`config.mk`:
```
export PLATFORM = sky130hd
export DESIGN_NAME = cart_scc_mapper
export DESIGN_NICKNAME = d
export VERILOG_FILES = /design/src/rtl/cart_scc_mapper.sv
export SDC_FILE = /design/constraint.sdc
export NUM_CORES = 1
export LEC_CHECK = 0
export CORE_MARGIN = 2
export CORE_UTILIZATION = 49
export DETAILED_ROUTE_END_ITERATION = 10
export GPL_TIMING_DRIVEN = 0
export PLACE_DENSITY = 0.83
export RECOVER_POWER = 100
export SLEW_MARGIN = 15
export SYNTH_ARGS = -nofsm -noshare
export SYNTH_HDL_FRONTEND = slang
export SYNTH_SLANG_ARGS = --single-unit
```
`constraint.sdc`:
```
create_clock -name clk -period 3.75 [get_ports clk]
set_clock_uncertainty 0.15 [all_clocks]
set_input_delay 1.125 -clock clk [delete_from_list [all_inputs] [get_ports clk]]
set_output_delay 1.125 -clock clk [all_outputs]
set_load 0.1 [all_outputs]
```
`src/rtl/cart_scc_mapper.sv`:
```
`default_nettype none
// cart_scc_mapper: Konami SCC/SCC+ cartridge bank mapper with a wave-engine request handshake.
// Build option SCC_PLUS_EN adds the mode register, RAM pages and the SCC+ register window.
module cart_scc_mapper #(
  parameter int BANK_W = 8,
  parameter int ADDR_W = 25
) (
  input  logic              clk,
  input  logic              reset,
  input  logic [ADDR_W-1:0] rom_size,
  input  logic [15:0]       addr,
  input  logic [7:0]        d_from_cpu,
  input  logic              cs,
  input  logic              rd,
  input  logic              wr,
  output logic              cpu_ack,
  output logic [ADDR_W-1:0] mem_addr,
  output logic              mem_wr,
  output logic              scc_req,
  output logic              scc_wr,
  output logic [7:0]        scc_addr,
  output logic [7:0]        scc_dbo,
  input  logic              scc_ack,
  output logic              scc_plus
);

  localparam logic [1:0] S_IDLE = 2'd0;
  localparam logic [1:0] S_REQ  = 2'd1;
  localparam logic [1:0] S_COPY = 2'd2;
  localparam logic [1:0] S_HOLD = 2'd3;

  logic [BANK_W-1:0] bank_q [4];
  logic [1:0]        state_q, state_d;
  logic [7:0]        saddr_q, saddr_d;
  logic [7:0]        sdbo_q, sdbo_d;
  logic [4:0]        lo_q, lo_d;
  logic              swr_q, swr_d;
  logic              copy_q, copy_d;
  logic              cpu_ack_q, cpu_ack_d;

  // Mode bits: [4] SCC+ mode, [3] all pages RAM, [2:0] pages 0-2 RAM
  logic [4:0]        w_mode;
  logic [1:0]        w_page;
  logic              w_in_cart, w_bank_hit, w_mode_hit, w_page_ram, w_plus;
  logic              w_win, w_copy, w_wr_acc;
  logic [3:0]        w_ram_map;
  logic [7:0]        w_off, w_scc_off;
  logic [ADDR_W-1:0] w_bank_ext, w_mask;

  // 4000h/6000h/8000h/A000h pages map to {addr[15], addr[13]}
  assign w_page     = {addr[15], addr[13]};
  assign w_in_cart  = addr[15] ^ addr[14];
  assign w_bank_hit = w_in_cart && (addr[12:11] == 2'b10);
  assign w_mode_hit = (addr[15:1] == 15'h5FFF);
  assign w_wr_acc   = cs && wr;
  assign w_ram_map  = {1'b0, w_mode[2:0]};
  assign w_page_ram = w_mode[3] || w_ram_map[w_page];
  assign w_plus     = w_mode[4];
  assign scc_plus   = w_plus;

  assign w_bank_ext = {{(ADDR_W-BANK_W){1'b0}}, bank_q[w_page]};
  assign w_mask     = (rom_size >> 13) - ADDR_W'(1);
  assign mem_addr   = ((w_bank_ext & w_mask) << 13) | {{(ADDR_W-13){1'b0}}, addr[12:0]};

`ifdef SCC_PLUS_EN
  logic [4:0] mode_q;

  always_ff @(posedge clk or posedge reset) begin
    if (reset) begin
      mode_q <= 5'h00;
    end else if (w_wr_acc && w_mode_hit) begin
      mode_q <= {d_from_cpu[5:4], d_from_cpu[2:0]};
    end
  end

  assign w_mode = mode_q;
  assign mem_wr = w_wr_acc && w_in_cart && w_page_ram;
`else
  assign w_mode = 5'h00;
  assign mem_wr = 1'b0;
`endif

  always_ff @(posedge clk or posedge reset) begin
    if (reset) begin
      for (int i = 0; i < 4; i++) bank_q[i] <= BANK_W'(i);
    end else if (w_wr_acc && w_bank_hit && !w_page_ram) begin
      bank_q[w_page] <= BANK_W'(d_from_cpu);
    end
  end

  assign w_off     = addr[7:0];
  assign w_win     = w_plus ? ((addr[15:8] == 8'hB8) && bank_q[3][7])
                            : ((addr[15:8] == 8'h98) && (bank_q[2][5:0] == 6'h3F));
  assign w_scc_off = (!w_plus && w_off[7]) ? (w_off ^ 8'h20) : w_off;
  // Channel 4 shares channel 5's waveform in plain SCC mode, so its writes are mirrored
  assign w_copy    = !w_plus && wr && (w_off[7:5] == 3'b011);

  always_comb begin
    state_d   = state_q;
    saddr_d   = saddr_q;
    sdbo_d    = sdbo_q;
    lo_d      = lo_q;
    swr_d     = swr_q;
    copy_d    = copy_q;
    cpu_ack_d = 1'b0;
    case (state_q)
      S_IDLE: begin
        if (cs && (rd || wr) && w_win) begin
          state_d = S_REQ;
          saddr_d = w_scc_off;
          sdbo_d  = d_from_cpu;
          lo_d    = addr[4:0];
          swr_d   = wr;
          copy_d  = w_copy;
        end
      end
      S_REQ: begin
        if (scc_ack) begin
          if (copy_q) begin
            state_d = S_COPY;
          end else begin
            state_d   = S_HOLD;
            cpu_ack_d = 1'b1;
          end
        end
      end
      S_COPY: begin
        if (scc_ack) begin
          state_d   = S_HOLD;
          cpu_ack_d = 1'b1;
        end
      end
      S_HOLD: begin
        if (!rd && !wr) state_d = S_IDLE;
      end
      default: state_d = S_IDLE;
    endcase
  end

  always_ff @(posedge clk or posedge reset) begin
    if (reset) begin
      state_q   <= S_IDLE;
      saddr_q   <= 8'h00;
      sdbo_q    <= 8'h00;
      lo_q      <= 5'h00;
      swr_q     <= 1'b0;
      copy_q    <= 1'b0;
      cpu_ack_q <= 1'b0;
    end else begin
      state_q   <= state_d;
      saddr_q   <= saddr_d;
      sdbo_q    <= sdbo_d;
      lo_q      <= lo_d;
      swr_q     <= swr_d;
      copy_q    <= copy_d;
      cpu_ack_q <= cpu_ack_d;
    end
  end

  assign scc_req  = (state_q == S_REQ) || (state_q == S_COPY);
  assign scc_wr   = swr_q;
  assign scc_dbo  = sdbo_q;
  assign scc_addr = (state_q == S_COPY) ? {3'b100, lo_q} : saddr_q;
  assign cpu_ack  = cpu_ack_q;

endmodule
`default_nettype wire
```
==> summary.txt <==
Run status
  • Status: complete, no violations

Final layout
  • Share of layout cells above drive strength 1: a little over two fifths
  • Area Growth Syn to Fin: 36.6%
  • Fin util: 69.7%
  • Layout Cells excl Fill: about 370
  • Post-route cell area: 3860 um^2
  • Inserted Diodes: 0
  • # nets final: approximately 360

Timing
  • Post-route minimum period: 3.70 ns
  • Worst slew margin: between 20% and 30%
  • TNS Setup: 0 ns
  • Final WS setup: around 0.053 ns
  • Period utilisation layout: approximately 100%
  • Slew @ Worst Pin: approximately 1.2 ns
  • Hold Violations, Final: 0
  • Max Clk Rate: ~270 MHz
  • Final setup vio count: 0
  • Max-slew violation count: 0

Power and ir drop
  • Max VDD drop: about 0.00039 V
  • Sw frac: between 30% and 40%
  • Seq pwr share: a little under two fifths
  • Leakage Power: 1.90 nW
  • Clock Power Share: 25.1%
  • Pwr dens: 472 nW/um^2
  • NetSw: about 700 uW
  • Internal power: roughly 1.1 mW
  • Logic pwr share: a little under two fifths

Synth
  • Cells after Synth: just over 200
  • Top cells by area, synth: dfrtp_1 43%, mux2_2 16%, buf_4 6.4%
  • Post-synth top flop: dfrtp_1
  • Synth warnings: 0
  • #FFs+latches synth: 53
  • Area leader, netlist: dfrtp_1
  • Count leader, synth: dfrtp_1
  • Mapped cell area: 2830 um^2
  • Avg Cell Area, Syn: around 14 um^2
  • Synth cell count leaders: 49 x dfrtp_1, 39 x mux2_2, 24 x buf_4
  • FFs w/ async S/R, synth: 100%
  • Number of flops mapped to enable cells by yosys: 0
  • Sequential area share after synthesis: a little under half
  • Synth cell types: 40
  • Top cell type's share of synthesized area: 43.4%

Clock network
  • CTS tree: built
  • Clock Pin Slew Worst Setup and Hold Paths: approximately 0.090 ns
  • Num CTS Buffers: 5
  • CTS sink count: between 50 and 60
  • CTS Buffer Depth: 2
  • Worst-skew pair later-pin latency: approximately 0.32 ns
  • CTS root buffer: clkbuf_8
  • H-Tree Depth: 2
  • # hold bufs at CTS: 0

Drt
  • Vias per inst: approximately 5.2
  • Detailed-route wire length per cell: approximately 17 um
  • 1st-pass router iterations: 4
  • Total Routed Length: between 6000 and 7000 um
  • Remaining antenna violation count: 0
  • Via count: 1918
  • Drt first-iter violations: about 70
  • DR DRC count: 0

Die
  • Die Ht: approximately 80 um
  • Rows: 27
  • Initial Utilization: between 50% and 60%
  • Die W: between 70 and 80 um
  • Num ports: 101
  • Core Region: approximately 5500 um^2
  • Die area: around 6400 um^2

Critical path
  • CP Class: input pin to output pin
  • Slowest stage cell, crit path: dlygate4sd2_1
  • Worst Reg-to-Reg Cells: 5
  • CP peak stage delay: approximately 0.31 ns
  • RR Endpoint: scc_dbo[5]
  • R2r setup slk: roughly 1.5 ns
  • Max FO, Critical Path: 4
  • CP Cell Sequence: dlygate4sd2_1 > nor2_2 > nor4b_4 > xor2_1 > and2_1 > buf_8
  • CP required: roughly 2.5 ns
  • Crit. End Element: output pin
  • Critical path launch point type: input pin
  • Reg-to-reg critical path startpoint: bank_q[9]
  • Worst EP arrival: 2.42 ns

Global route
  • Initial antenna violation count: 0
  • GRT Total Usage: a little over a fifth
  • Vias in the first global route: 2030
  • Largest net degree at the start of global routing: 30
  • Aggregate global routing overflow: 0
  • Global-route wire length before repair: approximately 10000 um

Place
  • Port Buffers: between 70 and 80
  • Worst slack at placement: -1.30 ns
  • Post-DP HPWL: approximately 4600 um
  • RePlAce Congestion: about 0.79
  • Area of placed instances: approximately 3700 um^2
  • Inst Count DP: between 300 and 400

Worst hold path
  • Hold Startpoint: scc_dbo[0]
  • Hold Path Sink: scc_dbo[0]
  • Worst Hold Depth: 1
  • HP Class: flip-flop to flip-flop

Job
  • Max_cap viols: 0
==> power groups by stage <==
| stage | clock network, mW | registers, mW | logic [mW] |
|---|---|---|---|
| 6_report | 0.457 | 0.684 | 0.679 |
| 2_1_floorplan | 0 | 0.716 | 0.493 |
| 3_3_place_gp | 0 | 0.689 | 0.673 |
| 5_1_grt | 0.488 | 0.693 | 0.713 |
| 3_5_place_dp | 0 | 0.696 | 0.689 |
| 4_1_cts | 0.462 | 0.684 | 0.701 |
==> logic make-up (layout without fill, tap and decap cells) <==
| family | Yosys count | after routing | synth area share [%] |
|---|---|---|---|
| buffers and inverters | 34 | 121 | 8.10 |
| DFF | 53 | 53 | 47.1 |
| muxes | 58 | 58 | 27.6 |
| adders and majority gates | 7 | 7 | 3.10 |
| xor gates and xnor gates | 4 | 4 | 1.24 |
| AOI/OAI and AO/OA | 12 | 12 | 2.97 |
| other | 1 | 6 | 0.133 |
| and+or+nand+nor | 35 | 35 | 9.70 |
==> per-layer routing <==
layer / wire length (um) / global-route usage, % / share of wire, % / up-vias
met5: 0 / 0 / 0 / -
met4: 86 / 7.12 / 1.4 / 0
met3: 320 / 4.86 / 5.1 / 6
met2: 3190 / 35.2 / 51 / 48
met1: 2680 / 26.2 / 43 / 969
li1: - / - / - / 895
==> cells in the final DEF, fill, tap and decap left out, drive strengths merged, types with 2 or more instances in the layout <==
cell	Yosys	layout
a21oi	4	4
and2	4	4
and3b	3	3
buf	28	37
bufinv	0	2
clkbuf	0	10
clkdlybuf4s15	0	14
clkdlybuf4s50	0	13
conb	1	6
dfrtp	49	49
dfstp	4	4
dlygate4sd2	0	5
dlygate4sd3	0	32
ha	7	7
inv	6	6
mux2	50	50
mux4	8	8
nand2	2	2
nand3	4	4
nor2	2	2
nor2b	4	4
nor3	4	4
nor3b	2	2
nor4	2	2
nor4b	2	2
o211ai	2	2
or4b	2	2
xor2	4	4
==> worst max path at each step <==
| stage | from | end | slack (ns) | cells after the start |
|---|---|---|---|---|
| final | rom_size[15] | mem_addr[18] | 0.05 | 6 |
| after detailed placement | addr[15] | mem_addr[18] | -1.30 | 5 |
| after global placement | addr[15] | mem_addr[18] | -1.29 | 5 |
| after floorplan | addr[13] | mem_addr[14] | -0.01 | 3 |
| after CTS | rom_size[14] | mem_addr[17] | 0.005 | 6 |
| after global routing | rom_size[15] | mem_addr[18] | -0.04 | 6 |
==> flip-flops by register name (all words and copies together), names as in the netlist <==
signal and flops:
saddr_q 8, scc_dbo 8, scc_wr 1, state_q 2, copy_q 1, cpu_ack 1, bank_q 32
==> metrics by stage <==
step	power, mW	hold slack (ns)
CTS	1.85	0.361
finish	1.82	0.350
floorplan	1.21	0.303
detailed placement	1.39	0.340
global route	1.89	0.379
global placement	1.36	0.325
==> critical path, delay by kind of cell <==
family,cells,cell delay [ns]
buffers and inverters,2,0.51
and+or+nand+nor,3,0.62
xor gates and xnor gates,1,0.16
==> cell type report <==
| class | instances | area [um^2] |
|---|---|---|
| timing repair buffer | 79 | 783 |
| fill | 420 | 1680 |
| sequential | 53 | 1330 |
| clock inverter | 3 | 65.1 |
| inverter | 6 | 22.5 |
| buffer | 28 | 224 |
| clock buffer | 5 | 68.8 |
| multi-input combinational | 122 | 1270 |
| tap | 72 | 90.1 |
==> repair_timing <==
item,CTS,global route
endpoints found under the setup margin,21,9
cloned,0,0
pin swaps,1,0
gates resized for setup,118,10
setup buffers,1,0
No activity file was read; power rests on OpenSTA's default activity.
